File: config.mk
export PLATFORM = sky130hd
export DESIGN_NAME = seq_subtractor_64
export DESIGN_NICKNAME = d
export VERILOG_FILES = /design/src/rtl/seq_subtractor_64.sv
export SDC_FILE = /design/constraint.sdc
export NUM_CORES = 1
export LEC_CHECK = 0
export CAP_MARGIN = 20
export CORE_ASPECT_RATIO = 0.7
export CORE_MARGIN = 10
export CORE_UTILIZATION = 45
export CTS_CLUSTER_SIZE = 40
export DETAILED_ROUTE_END_ITERATION = 10
export HOLD_SLACK_MARGIN = 0.06
export PLACE_DENSITY_LB_ADDON = 0.25
export SETUP_SLACK_MARGIN = 0.5
export SYNTH_ARGS = -nofsm -noshare
export SYNTH_HDL_FRONTEND = slang
export SYNTH_SLANG_ARGS = --single-unit
File: constraint.sdc
create_clock -name clk -period 6.1 [get_ports clk]
set_clock_uncertainty 0.05 [all_clocks]
set_input_delay 0.915 -clock clk [delete_from_list [all_inputs] [get_ports clk]]
set_output_delay 0.915 -clock clk [all_outputs]
set_load 0.01 [all_outputs]
File: src/rtl/seq_subtractor_64.sv
// Multi-cycle borrow-ripple subtractor: diff = a - b - bin, one SLICE_W-bit slice per clock.
// Start/done handshake; diff/bout/ovf hold the last completed result.
module seq_subtractor_64 #(
    parameter int WIDTH   = 64,
    parameter int SLICE_W = 4
) (
    input  logic             clk,
    input  logic             rst_n,
    input  logic             start,
    input  logic [WIDTH-1:0] a,
    input  logic [WIDTH-1:0] b,
    input  logic             bin,
    output logic             busy,
    output logic             done,
    output logic [WIDTH-1:0] diff,
    output logic             bout,
    output logic             ovf
);

    localparam int N     = WIDTH / SLICE_W;
    localparam int CNT_W = (N > 1) ? $clog2(N) : 1;
    localparam logic [CNT_W-1:0] CNT_LAST = CNT_W'(N - 1);

    typedef enum logic [1:0] {
        S_IDLE = 2'd0,
        S_RUN  = 2'd1,
        S_DONE = 2'd2
    } state_t;

    // One slice of a - b - borrow as a + ~b + ~borrow; top bit is the carry (not-borrow).
    function automatic logic [SLICE_W:0] slice_sub(
        input logic [SLICE_W-1:0] x,
        input logic [SLICE_W-1:0] y,
        input logic               brw
    );
        slice_sub = {1'b0, x} + {1'b0, ~y} + {{SLICE_W{1'b0}}, ~brw};
    endfunction

    state_t             state_q, state_d;
    logic [WIDTH-1:0]   a_q, a_d;
    logic [WIDTH-1:0]   b_q, b_d;
    logic [WIDTH-1:0]   work_q, work_d;
    logic [WIDTH-1:0]   diff_q, diff_d;
    logic [CNT_W-1:0]   cnt_q, cnt_d;
    logic               borrow_q, borrow_d;
    logic               bout_q, bout_d;
    logic               ovf_q, ovf_d;
    logic               busy_q, busy_d;
    logic               done_q, done_d;
    logic [SLICE_W:0]   slice_s;
    logic               accept_s;

    // Next-state, slice datapath and result capture.
    always_comb begin
        state_d  = state_q;
        a_d      = a_q;
        b_d      = b_q;
        work_d   = work_q;
        diff_d   = diff_q;
        cnt_d    = cnt_q;
        borrow_d = borrow_q;
        bout_d   = bout_q;
        ovf_d    = ovf_q;
        slice_s  = slice_sub(a_q[cnt_q*SLICE_W +: SLICE_W],
                             b_q[cnt_q*SLICE_W +: SLICE_W], borrow_q);
        accept_s = start && (state_q != S_RUN);

        case (state_q)
            S_RUN: begin
                work_d[cnt_q*SLICE_W +: SLICE_W] = slice_s[SLICE_W-1:0];
                borrow_d = ~slice_s[SLICE_W];
                if (cnt_q == CNT_LAST) begin
                    state_d = S_DONE;
                    cnt_d   = {CNT_W{1'b0}};
                    diff_d  = work_d;
                    bout_d  = ~slice_s[SLICE_W];
                    ovf_d   = (a_q[WIDTH-1] != b_q[WIDTH-1]) &&
                              (slice_s[SLICE_W-1] != a_q[WIDTH-1]);
                end else begin
                    cnt_d = cnt_q + {{(CNT_W-1){1'b0}}, 1'b1};
                end
            end
            S_IDLE, S_DONE: begin
                if (accept_s) begin
                    state_d  = S_RUN;
                    a_d      = a;
                    b_d      = b;
                    borrow_d = bin;
                    cnt_d    = {CNT_W{1'b0}};
                end else begin
                    state_d = S_IDLE;
                end
            end
            default: begin
                state_d = S_IDLE;
            end
        endcase

        busy_d = (state_d == S_RUN);
        done_d = (state_d == S_DONE);
    end

    // State and datapath registers; async reset clears everything.
    always_ff @(posedge clk or negedge rst_n) begin
        if (!rst_n) begin
            state_q  <= S_IDLE;
            a_q      <= {WIDTH{1'b0}};
            b_q      <= {WIDTH{1'b0}};
            work_q   <= {WIDTH{1'b0}};
            diff_q   <= {WIDTH{1'b0}};
            cnt_q    <= {CNT_W{1'b0}};
            borrow_q <= 1'b0;
            bout_q   <= 1'b0;
            ovf_q    <= 1'b0;
            busy_q   <= 1'b0;
            done_q   <= 1'b0;
        end else begin
            state_q  <= state_d;
            a_q      <= a_d;
            b_q      <= b_d;
            work_q   <= work_d;
            diff_q   <= diff_d;
            cnt_q    <= cnt_d;
            borrow_q <= borrow_d;
            bout_q   <= bout_d;
            ovf_q    <= ovf_d;
            busy_q   <= busy_d;
            done_q   <= done_d;
        end
    end

    assign busy = busy_q;
    assign done = done_q;
    assign diff = diff_q;
    assign bout = bout_q;
    assign ovf  = ovf_q;

endmodule

==> impl_metrics.json, run 1 <==
{
  "layout_worst_path_cycle_share": 0.779,
  "synthTopCellsByArea": "sky130_fd_sc_hd__dfrtp_1 55%, sky130_fd_sc_hd__mux2_2 16%, sky130_fd_sc_hd__mux2i_1 6.5%",
  "die-width_um": 216,
  "first_global_vias": 8370,
  "timing.hold.worst.class": "primary input to async pin",
  "cts-buffers-inserted": 27,
  "yosys.cell_types.count": 51,
  "synth_fa_ha_area_frac": 0.0116,
  "critical_path.slowest_cell": "sky130_fd_sc_hd__dfrtp_4",
  "ratio_of_cells_with_drive_above_1_in_the_final_layout": 0.223,
  "postRouteWirelength_um": 30900,
  "wl_per_cell_um": 20.3,
  "synth-edff-count": 0,
  "yosysWarnings": 0,
  "drv_slew": 0,
  "worst_setup_path_startpoint": "cnt_q[0]$_DFFE_PN0P_",
  "worst_r2r_startpoint": "cnt_q[0]$_DFFE_PN0P_",
  "timing.max_slew.rel_slack": 0.337,
  "drcViolationCount": 0,
  "gr-total-overflow": 0,
  "worstPathCellList": "buf_4 -> mux4_2 -> a221oi_1 -> ha_1 -> a21oi_1 -> a21boi_0 -> nor2_1 -> nand3_1 -> o31ai_1",
  "setup_viol_count_final": 0,
  "clkLatencyLatePin_ns": 0.54,
  "first_pass_grt_wire_length_um": 48800,
  "rows": 50,
  "dominantRegCellSynth": "sky130_fd_sc_hd__dfrtp_1",
  "ys_seq_elements": 267,
  "average_cell_area_after_synthesis_um2": 12.6,
  "run_status": "finished, final reports clean",
  "synthMuxAreaShare": 0.257,
  "layout-area-overhead-vs-synth_pct": 26.7,
  "fmaxAchievable_ghz": 0.210,
  "worstSetupEndpointType": "flip-flop",
  "cts-root-buf": "sky130_fd_sc_hd__clkbuf_16",
  "antenna-diode-count": 0,
  "worst_r2r_endpoint": "work_q[15]$_DFFE_PN0P_",
  "postLayoutCoreUtil": 0.575,
  "dr.first_iter.drc_count": 685,
  "netlist_area_um2": 12100,
  "synth_simple_gate_area_frac": 0.0757,
  "cts_setup_buffers": 0,
  "synth_compound_gate_area_share": 0.0774,
  "synth_fp_nets": 1102,
  "fp.dieH_um": 157,
  "combinational_family_with_the_most_area_after_synthesis": "multiplexers",
  "fillerInstances": 2180,
  "place.gp.congestion": 0.774,
  "hold_violations": 0,
  "asyncSetResetFlopFracSynth": 1.00,
  "finalCriticalPeriod_ns": 4.75,
  "setup.worst_path.class": "flip-flop to flip-flop",
  "worst_setup_path_start_kind": "flip-flop",
  "top_area_cell_type_share_of_the_netlist_area": 0.553,
  "grt_start_max_net_pins": 143,
  "hpwl_um": 21800,
  "floorplan.io_pins": 200,
  "firstDrtPassIters": 5,
  "drt-vias-per-instance": 5.43,
  "timing.reg2reg.worst_path_depth": 9,
  "floorplan.die_area_um2": 33900,
  "port_buffers": 199,
  "r2r_slack_ns": 1.35,
  "netlist_instances": 960,
  "layout.cell_area.non_filler_um2": 15300,
  "hold_buffers": 0,
  "nets": 1281,
  "worst_setup_hold_path_clk_slew_ns": 0.06,
  "cts-root-to-sink-buffers": 3,
  "worstPathArrival_ns": 5.12,
  "clock_sink_count": 267,
  "synth-seq-area-share": 0.553,
  "dr_total_vias": 8261,
  "place_inst": 1474,
  "grt_antenna_before_repair": 0,
  "totalNegativeSetupSlack_ns": 0,
  "layout.cells.non_filler": 1521,
  "cellLeakagePower_nw": 6.65,
  "timing.critical_path.slowest_cell_delay_ns": 0.94,
  "final_worst_path_setup_slack_ns": 1.35,
  "setup.worst_path.end": "work_q[15]$_DFFE_PN0P_",
  "placeable_core_area_um2": 26600,
  "critPathRequiredTime_ns": 6.47,
  "grt_setup_unrepaired": "no",
  "starting_density_of_the_core": 0.454,
  "number_of_max_cap_violations": 0,
  "placement.cell_area_um2": 14400,
  "cellPowerDensity_nw_per_um2": 569,
  "number_of_gates_resized_after_cts": 0,
  "post-place-ws_ns": 1.30,
  "ir_drop_uv": 450,
  "antenna_left": 0,
  "yosysTopAreaCell": "sky130_fd_sc_hd__dfrtp_1",
  "grt_usage": 0.180,
  "cp_max_fo": 50,
  "tritoncts": "yes",
  "ctsHtreeMaxLevel": 1,
  "synth-xor-area-share": 0.00290,
  "tightest_slew_ns": 0.988
}
[Yosys cell counts (3+ instances only)]
library cell                 n
sky130_fd_sc_hd__nand2b_1    3
sky130_fd_sc_hd__nor2_1     30
sky130_fd_sc_hd__inv_1       6
sky130_fd_sc_hd__nor2b_1     4
sky130_fd_sc_hd__nand2_1   100
sky130_fd_sc_hd__mux4_2     16
sky130_fd_sc_hd__dfrtp_1   267
sky130_fd_sc_hd__nand3b_1    4
sky130_fd_sc_hd__o21ai_0    71
sky130_fd_sc_hd__nand3_1    17
sky130_fd_sc_hd__clkbuf_1   37
sky130_fd_sc_hd__a22oi_1     4
sky130_fd_sc_hd__mux2i_1    79
sky130_fd_sc_hd__buf_2      15
sky130_fd_sc_hd__ha_1        8
sky130_fd_sc_hd__and2_1      5
sky130_fd_sc_hd__a21o_1      3
sky130_fd_sc_hd__nor4_1      4
sky130_fd_sc_hd__nand3_2     3
sky130_fd_sc_hd__nand2_2     3
sky130_fd_sc_hd__a21oi_1    30
sky130_fd_sc_hd__mux2_2    173
sky130_fd_sc_hd__nor3_1     11
sky130_fd_sc_hd__a221oi_1   20
sky130_fd_sc_hd__o31ai_1     5
sky130_fd_sc_hd__a31oi_1     4
sky130_fd_sc_hd__o21a_1      4
[layout make-up]
| class | instances | area (µm²) | share of cell area |
|---|---|---|---|
| sequential | 267 | 6690 | 0.437 |
| multi-input combinational | 628 | 5130 | 0.335 |
| timing repair buffer | 207 | 2080 | 0.136 |
| clock buffer | 39 | 791 | 0.0517 |
| tap | 364 | 455 | 0.0298 |
| clock inverter | 8 | 121 | 0.00793 |
| inverter | 8 | 30.0 | 0.00196 |
[cells in the final DEF (no fill, tap or decap), drive strengths merged, types with 3 or more instances in the layout]
cell type and n:
a21o 3, a21oi 31, a221oi 20, a22oi 4
a31oi 4, and2 5, buf 9, bufinv 3
clkbuf 39, clkdlybuf4s50 198, clkinv 5, dfrtp 267
ha 8, inv 7, mux2 173, mux2i 79
mux4 16, nand2 103, nand2b 4, nand3 20
nand3b 4, nor2 31, nor2b 4, nor3 11
nor4 5, o21a 4, o21ai 73, o31ai 5
[sequential cells by signal, summed over array words and instances (netlist names)]
signal / flops
busy: 1
bout: 1
b_q: 64
borrow_q: 1
a_q: 64
ovf: 1
done: 1
cnt_q: 4
state_q: 2
diff: 64
work_q: 64
[report_power, final]
| group | switching [mW] | internal (mW) |
|---|---|---|
| clock | 0.687 | 1.02 |
| sequential | 0.528 | 2.53 |
| combinational | 2.21 | 1.74 |
| total | 3.42 | 5.29 |
[metal layers]
| metal | GRT usage | wire length (µm) |
|---|---|---|
| met1 | 0.262 | 14900 |
| met2 | 0.270 | 13600 |
| met3 | 0.0445 | 1950 |
| met4 | 0.0294 | 455 |
| met5 | 0 | 0 |
[stage by stage]
step                total power, mW  hold WS, ns
floorplan                      5.55        0.395
global placement               6.93        0.412
detailed placement             7.03        0.414
CTS                            8.75        0.429
global route                   9.30        0.453
finish                         8.71        0.403
[worst min-delay path by stage]
| stage | cells after the start | endpoint | start | slack, ns |
|---|---|---|---|---|
| 6_report | 1 | a_q[41]$_DFFE_PN0P_ | rst_n | 0.40 |
| 5_1_grt | 2 | diff[45]$_DFFE_PN0P_ | diff[45]$_DFFE_PN0P_ | 0.45 |
| 4_1_cts | 2 | bout$_DFFE_PN0P_ | bout$_DFFE_PN0P_ | 0.43 |
| 3_5_place_dp | 2 | bout$_DFFE_PN0P_ | bout$_DFFE_PN0P_ | 0.41 |
| 3_3_place_gp | 2 | diff[20]$_DFFE_PN0P_ | diff[20]$_DFFE_PN0P_ | 0.41 |
| 2_1_floorplan | 2 | work_q[2]$_DFFE_PN0P_ | work_q[2]$_DFFE_PN0P_ | 0.39 |
[worst max-delay path: cells and delay by family, from the launching register on]
kind / cells / cell delay, ns
flip-flops: 1 / 0.94
adder cells (fa/ha/maj): 1 / 0.36
AO/OA/AOI/OAI: 4 / 1.17
AND/OR/NAND/NOR: 2 / 1.04
buffers and inverters: 1 / 0.46
multiplexers: 1 / 0.59
[cell families (layout without fill, tap and decap cells)]
logic type | Yosys count | in the layout
multiplexers | 268 | 268
AND/OR/NAND/NOR | 196 | 196
adder cells (fa/ha/maj) | 10 | 10
flip-flops | 267 | 267
AO/OA/AOI/OAI | 150 | 150
XOR/XNOR | 4 | 4
buffers and inverters | 65 | 262
Power figures use the tool's default switching activity.
==> run 2: changes to the inputs <==
Clock period 6.1 ns to 4.3 ns, I/O delays scaled along.
==> run 2 against run 1 <==
Against the previous run: cell area is 2.1% higher; setup slack got worse by 0.73 ns; sequential power is 38% higher; global-route usage is 0.76 points higher; power up 47%; count of clock-buffer cells in the layout is 4 lower; sequential share of layout area decreased by 0.92 points; combinational power rose by 58%; register-to-register slack got worse by 0.73 ns; die area unchanged; largest cell class unchanged; highest routed layer is now met5.
==> impl_metrics.json, run 2 (synthesis gave the netlist of run 1 again) <==
{
  "run_status": "finished, final reports clean",
  "cellPowerDensity_nw_per_um2": 821,
  "first_pass_grt_wire_length_um": 50600,
  "final_worst_path_setup_slack_ns": 0.616,
  "place.gp.congestion": 0.825,
  "dr_total_vias": 8236,
  "grt_usage": 0.188,
  "cp_max_fo": 26,
  "floorplan.die_area_um2": 33900,
  "worstPathArrival_ns": 4.09,
  "hold_violations": 0,
  "gr-total-overflow": 0,
  "cts-root-buf": "sky130_fd_sc_hd__clkbuf_16",
  "fmaxAchievable_ghz": 0.271,
  "rows": 50,
  "floorplan.io_pins": 200,
  "critPathRequiredTime_ns": 4.71,
  "multi_input_comb_area_um2": 5150,
  "clock_sink_count": 267,
  "antenna_left": 0,
  "p_seq_frac": 0.329,
  "ratio_of_cells_with_drive_above_1_in_the_final_layout": 0.253,
  "layout-area-overhead-vs-synth_pct": 29.4,
  "grt_setup_unrepaired": "yes",
  "grt_antenna_before_repair": 6,
  "wl_per_cell_um": 20.3,
  "power_switching_share": 0.388,
  "drv_slew": 0,
  "setup.worst_path.class": "flip-flop to flip-flop",
  "cts-buffers-inserted": 26,
  "post-place-ws_ns": 0.356,
  "ctsHtreeMaxLevel": 1,
  "placeable_core_area_um2": 26600,
  "ir_drop_uv": 590,
  "finalCriticalPeriod_ns": 3.68,
  "cts-root-to-sink-buffers": 3,
  "cell_internal_pwr_mw": 7.86,
  "switching_pwr_mw": 4.97,
  "grt_start_max_net_pins": 118,
  "layout.cells.most_common": "sky130_fd_sc_hd__dfrtp_1",
  "seq_area_um2": 6690,
  "layout_worst_path_cycle_share": 0.857,
  "drt-vias-per-instance": 5.29,
  "dr.first_iter.drc_count": 789,
  "timing.hold.worst.class": "primary input to async pin",
  "totalNegativeSetupSlack_ns": 0,
  "firstDrtPassIters": 5,
  "hold_buffers": 0,
  "drcViolationCount": 0,
  "postRouteWirelength_um": 31600,
  "timing.max_slew.rel_slack": 0.388,
  "worst_setup_path_start_kind": "flip-flop",
  "first_global_vias": 8849,
  "timing.reg2reg.worst_path_depth": 13,
  "pwr-share-comb": 0.486,
  "starting_density_of_the_core": 0.454,
  "tritoncts": "yes",
  "hpwl_um": 22500,
  "pwr-share-clk": 0.185,
  "worstSetupEndpointType": "flip-flop",
  "die-width_um": 216,
  "postLayoutCoreUtil": 0.588,
  "worst_setup_hold_path_clk_slew_ns": 0.07,
  "setup_viol_count_final": 0,
  "clkLatencyLatePin_ns": 0.54,
  "tightest_slew_ns": 0.918,
  "layout_common_cells": "266 x sky130_fd_sc_hd__dfrtp_1, 198 x sky130_fd_sc_hd__clkdlybuf4s50_1, 173 x sky130_fd_sc_hd__mux2_2",
  "cellLeakagePower_nw": 6.82,
  "nets": 1314,
  "port_buffers": 199,
  "fillerInstances": 2161,
  "number_of_max_cap_violations": 0,
  "fp.dieH_um": 157
}
[run 2: cell type report]
| type | instances | share of cell area |
|---|---|---|
| Antenna cell | 2 | 0.000320 |
| Clock buffer | 35 | 0.0497 |
| Clock inverter | 12 | 0.00809 |
| Inverter | 8 | 0.00216 |
| Multi-Input combinational cell | 628 | 0.330 |
| Sequential cell | 267 | 0.428 |
| Tap cell | 364 | 0.0292 |
| Timing Repair Buffer | 241 | 0.153 |
[run 2: repair_timing]
action / in CTS / in global routing
endpoints found under the setup margin: 36 / 52
cloned: 0 / 0
resized for setup: 0 / 6
buffers inserted: 1 / 6
endpoints found under the hold margin: 0 / 0
[run 2: worst paths after layout]
kind                                       from              endpoint  slack (ns)
min in group clk           diff[44]$_DFFE_PN0P_  diff[44]$_DFFE_PN0P_        0.43
min reg2reg                diff[44]$_DFFE_PN0P_  diff[44]$_DFFE_PN0P_        0.43
max                        cnt_q[1]$_DFFE_PN0P_  diff[29]$_DFFE_PN0P_        0.62
max reg2reg                cnt_q[1]$_DFFE_PN0P_  diff[29]$_DFFE_PN0P_        0.62
max in group asynchronous                 rst_n    b_q[8]$_DFFE_PN0P_        3.04
min                                       rst_n    a_q[6]$_DFFE_PN0P_        0.12
[run 2: through the flow]
| stage | area (µm²) | hold slack [ns] | power, mW | instances |
|---|---|---|---|---|
| global placement | 14600 | 0.411 | 10.2 | 1501 |
| floorplan | 12100 | 0.299 | 7.88 | 960 |
| global route | 15600 | 0.208 | 13.7 | 1555 |
| finish | 15600 | 0.119 | 12.8 | 1557 |
| detailed placement | 14600 | 0.422 | 10.3 | 1501 |
| CTS | 15500 | 0.174 | 12.8 | 1549 |
[run 2: layer usage]
metal | global-route usage | part of all wire | vias up
met5 | 0 | 0.0021 | -
met4 | 0.0368 | 0.017 | 8
met3 | 0.0510 | 0.061 | 47
met2 | 0.288 | 0.45 | 195
met1 | 0.262 | 0.47 | 4097
li1 | - | - | 3889
[run 2: worst max-delay path: stages (launching register included)]
cell                       delay (ns)
sky130_fd_sc_hd__dfrtp_1         0.39
sky130_fd_sc_hd__buf_12          0.19
sky130_fd_sc_hd__nor2b_1         0.17
sky130_fd_sc_hd__buf_4           0.22
sky130_fd_sc_hd__a221oi_1        0.16
sky130_fd_sc_hd__o21a_1          0.20
sky130_fd_sc_hd__a221oi_1        0.39
sky130_fd_sc_hd__fa_1            0.28
sky130_fd_sc_hd__inv_1           0.05
sky130_fd_sc_hd__fa_1            0.52
sky130_fd_sc_hd__nand2_1         0.09
sky130_fd_sc_hd__nor3_1          0.55
sky130_fd_sc_hd__mux2i_1         0.15
sky130_fd_sc_hd__o21ai_0         0.17
[run 2: power groups by stage]
stage / clock (mW) / sequential [mW] / combinational [mW]
after global routing: 2.54 / 4.36 / 6.79
final: 2.37 / 4.22 / 6.24
after detailed placement: 0 / 4.31 / 6.02
after floorplan: 0 / 4.13 / 3.75
after CTS: 2.44 / 4.24 / 6.11
after global placement: 0 / 4.28 / 5.91
==> run 3: changes to the inputs <==
Settings changed: CORE_UTILIZATION 45 to 48, RECOVER_POWER from default to 100, REMOVE_ABC_BUFFERS from default to 1.
==> run 3 against run 2 <==
Against the previous run: the flow now finishes with violations (capacitance limit, slew limit); critical endpoint is now ovf$_DFFE_PN0P_; die area down 5.6%; setup slack lost 0.11 ns; highest routed layer is now met4; utilization grew 3.6 points; power is 3.2% lower; non-clock buffer count decreased by 4; combinational power decreased by 3%.
==> impl_metrics.json, run 3 (synthesis gave the netlist of run 1 again) <==
{
  "place.gp.congestion": 0.799,
  "worst_setup_path_start_kind": "flip-flop",
  "violated_checks": "capacitance limit, slew limit",
  "grt_start_max_net_pins": 97,
  "ctsHtreeMaxLevel": 1,
  "layout_common_cells": "266 x sky130_fd_sc_hd__dfrtp_1, 173 x sky130_fd_sc_hd__mux2_2, 129 x sky130_fd_sc_hd__clkdlybuf4s50_1",
  "floorplan.io_pins": 200,
  "drcViolationCount": 0,
  "setup.worst_path.class": "flip-flop to flip-flop",
  "totalNegativeSetupSlack_ns": 0,
  "pwr-share-clk": 0.176,
  "layout.cells.most_common": "sky130_fd_sc_hd__dfrtp_1",
  "first_pass_grt_wire_length_um": 49100,
  "run_status": "finished, violations left",
  "timing.max_slew.rel_slack": -0.663,
  "fp.dieH_um": 153,
  "placeable_core_area_um2": 24700,
  "critPathRequiredTime_ns": 4.71,
  "cts-root-buf": "sky130_fd_sc_hd__clkbuf_16",
  "worstSetupEndpointType": "flip-flop",
  "worstPathArrival_ns": 4.20,
  "fillerInstances": 1970,
  "hold_violations": 0,
  "cts-buffers-inserted": 27,
  "place_inst": 1460,
  "cell_internal_pwr_mw": 7.56,
  "clock_sink_count": 267,
  "port_buffers": 199,
  "tritoncts": "yes",
  "grt_usage": 0.188,
  "worst_setup_hold_path_clk_slew_ns": 0.06,
  "antenna_left": 0,
  "final_worst_path_setup_slack_ns": 0.510,
  "starting_density_of_the_core": 0.489,
  "dr.first_iter.drc_count": 477,
  "layout.cells.non_filler": 1513,
  "wl_per_cell_um": 20.3,
  "ir_drop_uv": 599,
  "hpwl_um": 22300,
  "clkLatencyLatePin_ns": 0.53,
  "postRouteWirelength_um": 30800,
  "timing.hold.worst.class": "flip-flop to flip-flop",
  "number_of_max_cap_violations": 3,
  "floorplan.die_area_um2": 32000,
  "switching_pwr_mw": 4.86,
  "nets": 1311,
  "gr-total-overflow": 0,
  "layout-area-overhead-vs-synth_pct": 27.4,
  "rows": 48,
  "grt_antenna_before_repair": 0,
  "fmaxAchievable_ghz": 0.264,
  "setup_viol_count_final": 0,
  "tightest_slew_ns": 2.49,
  "finalCriticalPeriod_ns": 3.79,
  "pwr-share-comb": 0.488,
  "multi_input_comb_area_um2": 5150,
  "antenna-diode-count": 0,
  "drv_slew": 169,
  "cellLeakagePower_nw": 6.94,
  "postLayoutCoreUtil": 0.623,
  "drt-vias-per-instance": 5.50,
  "cellPowerDensity_nw_per_um2": 807,
  "first_global_vias": 8629,
  "seq_area_um2": 6690,
  "ratio_of_cells_with_drive_above_1_in_the_final_layout": 0.235,
  "firstDrtPassIters": 5,
  "power_switching_share": 0.391,
  "grt_setup_unrepaired": "no",
  "layout_worst_path_cycle_share": 0.881,
  "die-width_um": 210,
  "p_seq_frac": 0.336,
  "dr_total_vias": 8315,
  "post-place-ws_ns": 0.291,
  "cp_max_fo": 16,
  "placement.cell_area_um2": 14600,
  "cts-root-to-sink-buffers": 3,
  "layout.cell_area.non_filler_um2": 15400
}
-- run 3: power by group through the flow --
stage	logic, mW	registers [mW]	clock network [mW]
2_1_floorplan	3.59	4.28	0
3_3_place_gp	5.82	4.24	0
3_5_place_dp	5.96	4.26	0
4_1_cts	6.06	4.22	2.24
5_1_grt	6.61	4.32	2.34
6_report	6.06	4.17	2.19
-- run 3: critical path, stage by stage, from the launching register on --
cell	delay [ns]
sky130_fd_sc_hd__dfrtp_1	0.48
sky130_fd_sc_hd__nor2b_1	0.18
sky130_fd_sc_hd__buf_4	0.20
sky130_fd_sc_hd__a221oi_1	0.42
sky130_fd_sc_hd__o21a_1	0.20
sky130_fd_sc_hd__a221oi_1	0.06
sky130_fd_sc_hd__clkbuf_1	0.17
sky130_fd_sc_hd__fa_1	0.45
sky130_fd_sc_hd__nand3b_1	0.19
sky130_fd_sc_hd__a21boi_0	0.48
sky130_fd_sc_hd__nor2_2	0.20
sky130_fd_sc_hd__or3b_2	0.47
sky130_fd_sc_hd__a31oi_1	0.16
-- run 3: routing by layer --
metal,up-vias,share of wire,track usage
met1,4172,0.48,0.278
met4,0,0.016,0.0335
li1,3889,-,-
met2,213,0.45,0.281
met3,41,0.054,0.0387
met5,-,0,0
-- run 3: worst paths after layout --
| kind | startpoint | endpoint | slack, ns | cells past startpoint |
|---|---|---|---|---|
| worst max-delay path | cnt_q[2]$_DFFE_PN0P_ | ovf$_DFFE_PN0P_ | 0.51 | 12 |
| worst min-delay path | diff[22]$_DFFE_PN0P_ | diff[22]$_DFFE_PN0P_ | 0.42 | 2 |
| worst max register to register | cnt_q[2]$_DFFE_PN0P_ | ovf$_DFFE_PN0P_ | 0.51 | 12 |
| worst min register to register | diff[22]$_DFFE_PN0P_ | diff[22]$_DFFE_PN0P_ | 0.42 | 2 |
| max in group asynchronous | rst_n | work_q[44]$_DFFE_PN0P_ | 1.46 | 2 |
| min in group asynchronous | rst_n | b_q[46]$_DFFE_PN0P_ | 0.75 | 1 |
-- run 3: cell type report --
class                   instances  share of cell area
multi-input cells             628               0.335
flip-flops and latches        267               0.434
clock buffers                  38              0.0498
clock inverters                10             0.00350
inverters                       8             0.00195
well taps                     325              0.0264
repair buffers                237               0.149
-- run 3: timing repair --
item	4_1_cts	5_1_grt
resized for setup	4	5
endpoints found under the setup margin	37	37
setup buffers	0	5
cloned	0	0
hold buffers	0	0
-- run 3: through the flow --
step	hold WS, ns	power, mW
after global placement	0.406	10.1
after floorplan	0.299	7.87
after global routing	0.448	13.3
after detailed placement	0.411	10.2
after CTS	0.0919	12.5
final	0.420	12.4
